--- config.mk ---
export PLATFORM = sky130hd
export DESIGN_NAME = id_ex_stage
export DESIGN_NICKNAME = d
export VERILOG_FILES = /design/src/rtl/id_ex_pkg.sv /design/src/rtl/id_ex_fwd_mux.sv /design/src/rtl/id_ex_stage.sv
export SDC_FILE = /design/constraint.sdc
export NUM_CORES = 1
export LEC_CHECK = 0
export ABC_AREA = 1
export BUFFER_PORTS_ARGS = -buffer_cell sky130_fd_sc_hd__buf_2
export CAP_MARGIN = 20
export CORE_UTILIZATION = 45
export DETAILED_ROUTE_END_ITERATION = 16
export PLACE_DENSITY_LB_ADDON = 0.12
export SYNTH_ARGS = -nofsm -noshare
export SYNTH_HDL_FRONTEND = slang
export SYNTH_SLANG_ARGS = --single-unit
--- constraint.sdc ---
create_clock -name clk -period 2.2 [get_ports clk]
set_input_delay 0.66 -clock clk [delete_from_list [all_inputs] [get_ports clk]]
set_output_delay 0.66 -clock clk [all_outputs]
set_load 0.01 [all_outputs]
--- src/rtl/id_ex_pkg.sv ---
// Shared ID/EX definitions: skid-buffer states and ALU opcodes.
// Used by id_ex_stage, id_ex_fwd_mux and the ALU.
package id_ex_pkg;

   typedef enum logic [1:0] {
      EMPTY = 2'd0,
      ONE   = 2'd1,
      TWO   = 2'd2
   } state_t;

   localparam logic [3:0] ALU_ADD = 4'b0000;
   localparam logic [3:0] ALU_LUI = 4'b1000;
   localparam logic [3:0] ALU_ORI = 4'b1001;

endpackage

--- src/rtl/id_ex_fwd_mux.sv ---
// Write-back forwarding select for one operand.
// Register x0 and unused source operands never forward.
module id_ex_fwd_mux
   import id_ex_pkg::*;
#(
   parameter int DATA_WIDTH = 32,
   parameter int REG_ADDR_W = 5
) (
   input  logic                  wb_we,
   input  logic [REG_ADDR_W-1:0] wb_rd,
   input  logic [DATA_WIDTH-1:0] wb_data,
   input  logic [REG_ADDR_W-1:0] rs,
   input  logic                  use_rs,
   input  logic [DATA_WIDTH-1:0] operand,
   output logic [DATA_WIDTH-1:0] result
);

   logic hit;

   assign hit    = wb_we && use_rs && (wb_rd != '0) && (wb_rd == rs);
   assign result = hit ? wb_data : operand;

endmodule

--- src/rtl/id_ex_stage.sv ---
// ID/EX pipeline register as a two-entry skid buffer (main + skid).
// Define FORWARDING_EN to patch held/incoming operands from write-back.
module id_ex_stage
   import id_ex_pkg::*;
#(
   parameter int DATA_WIDTH = 32,
   parameter int REG_ADDR_W = 5
) (
   input  logic                  clk,
   input  logic                  reset,
   input  logic                  valid_i,
   output logic                  ready_o,
   input  logic [3:0]            ALU_Operation_i,
   input  logic [DATA_WIDTH-1:0] A_i,
   input  logic [DATA_WIDTH-1:0] B_i,
   input  logic [REG_ADDR_W-1:0] rs1_i,
   input  logic [REG_ADDR_W-1:0] rs2_i,
   input  logic [REG_ADDR_W-1:0] rd_i,
   input  logic                  use_rs1_i,
   input  logic                  use_rs2_i,
   input  logic                  reg_write_i,
   input  logic                  flush_i,
   input  logic                  wb_we_i,
   input  logic [REG_ADDR_W-1:0] wb_rd_i,
   input  logic [DATA_WIDTH-1:0] wb_data_i,
   output logic                  valid_o,
   input  logic                  ready_i,
   output logic [3:0]            ALU_Operation_o,
   output logic [DATA_WIDTH-1:0] A_o,
   output logic [DATA_WIDTH-1:0] B_o,
   output logic [REG_ADDR_W-1:0] rd_o,
   output logic                  reg_write_o
);

   typedef struct packed {
      logic [3:0]            op;
      logic [DATA_WIDTH-1:0] a;
      logic [DATA_WIDTH-1:0] b;
      logic [REG_ADDR_W-1:0] rs1;
      logic [REG_ADDR_W-1:0] rs2;
      logic                  use_rs1;
      logic                  use_rs2;
      logic [REG_ADDR_W-1:0] rd;
      logic                  reg_write;
   } entry_t;

   state_t state;
   entry_t main_q, skid_q;
   entry_t in_p, in_f, main_f, skid_f;
   logic   in_fire, out_fire;

   assign in_p = '{op: ALU_Operation_i, a: A_i, b: B_i,
                   rs1: rs1_i, rs2: rs2_i,
                   use_rs1: use_rs1_i, use_rs2: use_rs2_i,
                   rd: rd_i, reg_write: reg_write_i};

`ifdef FORWARDING_EN
   logic [DATA_WIDTH-1:0] in_a, in_b, mn_a, mn_b, sk_a, sk_b;

   id_ex_fwd_mux #(.DATA_WIDTH(DATA_WIDTH), .REG_ADDR_W(REG_ADDR_W)) u_in_a (
      .wb_we(wb_we_i), .wb_rd(wb_rd_i), .wb_data(wb_data_i),
      .rs(in_p.rs1), .use_rs(in_p.use_rs1), .operand(in_p.a), .result(in_a));
   id_ex_fwd_mux #(.DATA_WIDTH(DATA_WIDTH), .REG_ADDR_W(REG_ADDR_W)) u_in_b (
      .wb_we(wb_we_i), .wb_rd(wb_rd_i), .wb_data(wb_data_i),
      .rs(in_p.rs2), .use_rs(in_p.use_rs2), .operand(in_p.b), .result(in_b));
   id_ex_fwd_mux #(.DATA_WIDTH(DATA_WIDTH), .REG_ADDR_W(REG_ADDR_W)) u_mn_a (
      .wb_we(wb_we_i), .wb_rd(wb_rd_i), .wb_data(wb_data_i),
      .rs(main_q.rs1), .use_rs(main_q.use_rs1), .operand(main_q.a), .result(mn_a));
   id_ex_fwd_mux #(.DATA_WIDTH(DATA_WIDTH), .REG_ADDR_W(REG_ADDR_W)) u_mn_b (
      .wb_we(wb_we_i), .wb_rd(wb_rd_i), .wb_data(wb_data_i),
      .rs(main_q.rs2), .use_rs(main_q.use_rs2), .operand(main_q.b), .result(mn_b));
   id_ex_fwd_mux #(.DATA_WIDTH(DATA_WIDTH), .REG_ADDR_W(REG_ADDR_W)) u_sk_a (
      .wb_we(wb_we_i), .wb_rd(wb_rd_i), .wb_data(wb_data_i),
      .rs(skid_q.rs1), .use_rs(skid_q.use_rs1), .operand(skid_q.a), .result(sk_a));
   id_ex_fwd_mux #(.DATA_WIDTH(DATA_WIDTH), .REG_ADDR_W(REG_ADDR_W)) u_sk_b (
      .wb_we(wb_we_i), .wb_rd(wb_rd_i), .wb_data(wb_data_i),
      .rs(skid_q.rs2), .use_rs(skid_q.use_rs2), .operand(skid_q.b), .result(sk_b));

   always_comb begin
      in_f     = in_p;
      in_f.a   = in_a;
      in_f.b   = in_b;
      main_f   = main_q;
      main_f.a = mn_a;
      main_f.b = mn_b;
      skid_f   = skid_q;
      skid_f.a = sk_a;
      skid_f.b = sk_b;
   end
`else
   logic unused_wb;

   assign in_f      = in_p;
   assign main_f    = main_q;
   assign skid_f    = skid_q;
   assign unused_wb = ^{wb_we_i, wb_rd_i, wb_data_i};
`endif

   assign in_fire  = valid_i && ready_o;
   assign out_fire = valid_o && ready_i;

   // Held entries are rewritten every cycle so forwarded values stick.
   always_ff @(posedge clk or negedge reset) begin
      if (!reset) begin
         state   <= EMPTY;
         main_q  <= '0;
         skid_q  <= '0;
         ready_o <= 1'b1;
      end else if (flush_i) begin
         state   <= EMPTY;
         ready_o <= 1'b1;
      end else begin
         main_q <= main_f;
         skid_q <= skid_f;
         unique case (state)
            EMPTY: begin
               if (in_fire) begin
                  main_q <= in_f;
                  state  <= ONE;
               end
            end
            ONE: begin
               if (in_fire && out_fire) begin
                  main_q <= in_f;
               end else if (in_fire) begin
                  skid_q  <= in_f;
                  state   <= TWO;
                  ready_o <= 1'b0;
               end else if (out_fire) begin
                  state <= EMPTY;
               end
            end
            TWO: begin
               if (out_fire) begin
                  main_q  <= skid_f;
                  state   <= ONE;
                  ready_o <= 1'b1;
               end
            end
            default: begin
               state   <= EMPTY;
               ready_o <= 1'b1;
            end
         endcase
      end
   end

   assign valid_o         = (state != EMPTY);
   assign ALU_Operation_o = main_q.op;
   assign A_o             = main_q.a;
   assign B_o             = main_q.b;
   assign rd_o            = main_q.rd;
   assign reg_write_o     = main_q.reg_write;

endmodule

==> results.md <==
- Status: finished, final reports clean
- Die area: 15,400 µm²
- Place WS: 0.222 ns
- Crit path arrival time: 1.20 ns
- Least-Margin Pin Slew: 0.531 ns
- Synth warn: 0
- GPL Wtd Cong: 0.783
- Vias: 5,636
- Layout cell share with drive strength beyond 1: 20.9%
- Vias in the first global route: 5,327
- Final Cycle Share: 84.4%
- Die H: 124 µm
- Reg2Reg Depth: 6
- Detailed Route WL: 15.6 mm
- Hold-fix buffers at CTS: 0
- Max stage delay cell, worst path: dfrtp_1
- Antenna violations before repair: 0
- Initial Util: 46.2%
- Total CTS buffers: 17
- Final Max Slew Viols: 0
- Clock-pin transition on the worst setup and hold timing paths: 0.06 ns
- Postcts setup bufs: 0
- Slew HR: 64.6%
- #FFs+latches synth: 151
- Total Power: 10.4 mW
- Drt pass-1 iters: 5
- Hold Path Class: in -> async
- Post-cts resize count: 0
- Area delta synth->final: 22.5%
- FP Rows: 44
- Wire length per cell: 13.4 µm
- Fin nets: 1,097
- Hold Slack: 0.209 ns
- CP max stage delay: 0.43 ns
- Core area: 14,500 µm²
- Avg Inst Size Synth: 8.04 µm²
- Final hold viol count: 0
- Pwr dens: 1260 nW/µm²
- Unrepaired setup endpoints after global routing: false
- Post-Syn Instances: 834
- Syn Nets: 963
- Post-synth top area cell: dfrtp_1
- Largest net degree at the start of global routing: 95
- Max IR drop VDD: 0.681 mV
- Tmin final: 1.86 ns
- Share of the synthesized area in the top cell type: 56.0%
- Synth Cell Area: 6710 µm²
- Critical path peak fanout: 4
- IO buf count: 154
- Clk_lat worst skew: 0.42 ns
- CTS tree: built
- Reg-to-reg endpoint: skid_f[67]
- Antenna diode instance count: 0
- Sequential area share after synthesis: 56.4%
- CP Capture Type: output port
- Crit path required time: 1.54 ns
- R2R Path Start: ready_o
- # setup viols final: 0
- Area occupied by multi-input gates: 2380 µm²
- Count of different cell masters after synthesis: 16
- H-tree depth: 4
- CTS Sinks: 151
- Overflow after GRT: 0
- Final cell area excluding filler cells: 8220 µm²
- Die width: 124 µm
- Post-DP HPWL: 9.77 mm
- Maximum clock path buffer count: 2
- DR iter-0 viols: 333
- Post-route setup TNS: 0 ns
- DR vias/cell: 4.85
- Tot GR Track Use: 21.9%
- Antenna viol nets, final: 0
- Global-route wire length before repair: 25.7 mm
- Setup Crit Path Kind: reg -> out
- Clock root buffer: clkbuf_16
- Worst setup SP type: flop
- Worst Slack Setup Final: 0.344 ns
- Max-cap violation count: 0
- Top cells by area, synth: dfrtp_1 56%, nand2_1 15%, o21ai_0 10%
- Worst reg-to-reg setup slack: 0.47 ns
- Fin Clk Skew: 0.00828 ns
- Leak: 4.49 nW
- Placed inst area: 7690 µm²
- Post-route DRC: 0
- Seq. cell area: 3780 µm²
- I/O pins: 205
- Fillers: 1,420
- FMAX: 539 MHz
- CP Cell Sequence: inv_2, nand2_1, buf_2
-- cell usage after synthesis (all sizes together) --
library cell  instances
nor2                 52
nand3                 4
o211ai                2
clkbuf               23
a21oi                47
buf                  33
o21ai               177
dfrtp               150
inv                  80
dfstp                 1
nand4                 1
nand2               264
-- through the flow --
stage	utilization [%]	std cells
after floorplan	-	834
after global placement	52.9	1133
after detailed placement	52.9	1133
after CTS	56.6	1162
after global routing	56.6	1162
final	56.6	1162
-- how the worst max path moves through the flow --
stage	from	end	cells past startpoint
detailed placement	ready_i	B_o[19]	7
CTS	state[1]	valid_o	3
global placement	ready_i	reg_write_o	7
finish	state[1]	valid_o	3
floorplan	flush_i	ALU_Operation_o[0]	8
global route	state[1]	valid_o	3
-- state kept, by name, indices dropped and copies added (netlist names) --
signal and count:
ALU_Operation_o 4, A_o 32, B_o 32, rd_o 5
ready_o 1, reg_write_o 1, skid_f 74, state 2
-- where the power goes --
group	switching (mW)	total [mW]	internal [mW]
clock	1.05	2.62	1.57
sequential	0.522	4.56	4.04
combinational	1.99	3.20	1.21
-- layout by cell type (no fill, tap or decap), types with 2 or more instances in the layout --
master	n
buf_2	153
nor2_4	2
nor2_1	50
inv_2	3
inv_1	77
nand2_1	263
nand3_1	4
buf_4	9
clkbuf_8	5
clkinv_2	2
a21oi_1	47
clkbuf_16	17
o21ai_1	41
clkbuf_1	4
dfrtp_1	150
o21ai_0	135
o211ai_1	2
buf_12	8
-- per-layer routing --
| layer | global-route usage, % | vias up | wire, µm | share of wire, % |
|---|---|---|---|---|
| li1 | - | 2901 | - | - |
| met4 | 6.40 | 0 | 113 | 0.73 |
| met3 | 5.82 | 8 | 736 | 4.7 |
| met1 | 29.0 | 2621 | 7260 | 47 |
| met2 | 35.1 | 106 | 7460 | 48 |
| met5 | 0 | - | 0 | 0 |
-- worst max-delay path: cells and delay by family (launching register included) --
family | cells | cell delay, ns
flip-flops | 1 | 0.43
buffers and inverters | 2 | 0.27
AND/OR/NAND/NOR | 1 | 0.08
-- final cells by class --
type | instances | share of cell area, %
sequential | 151 | 46.0
inverter | 80 | 3.65
clock inverter | 3 | 0.213
clock buffer | 26 | 6.20
tap | 184 | 2.80
multi-input combinational | 547 | 28.9
timing repair buffer | 171 | 12.2
-- cell families (layout without fill, tap and decap cells) --
family | Yosys count | after routing | synth area share, %
and+or+nand+nor | 321 | 321 | 18.1
DFF | 151 | 151 | 56.4
buffers and inverters | 136 | 280 | 8.60
AOI/OAI and AO/OA | 226 | 226 | 16.9
Power figures use the tool's default switching activity.
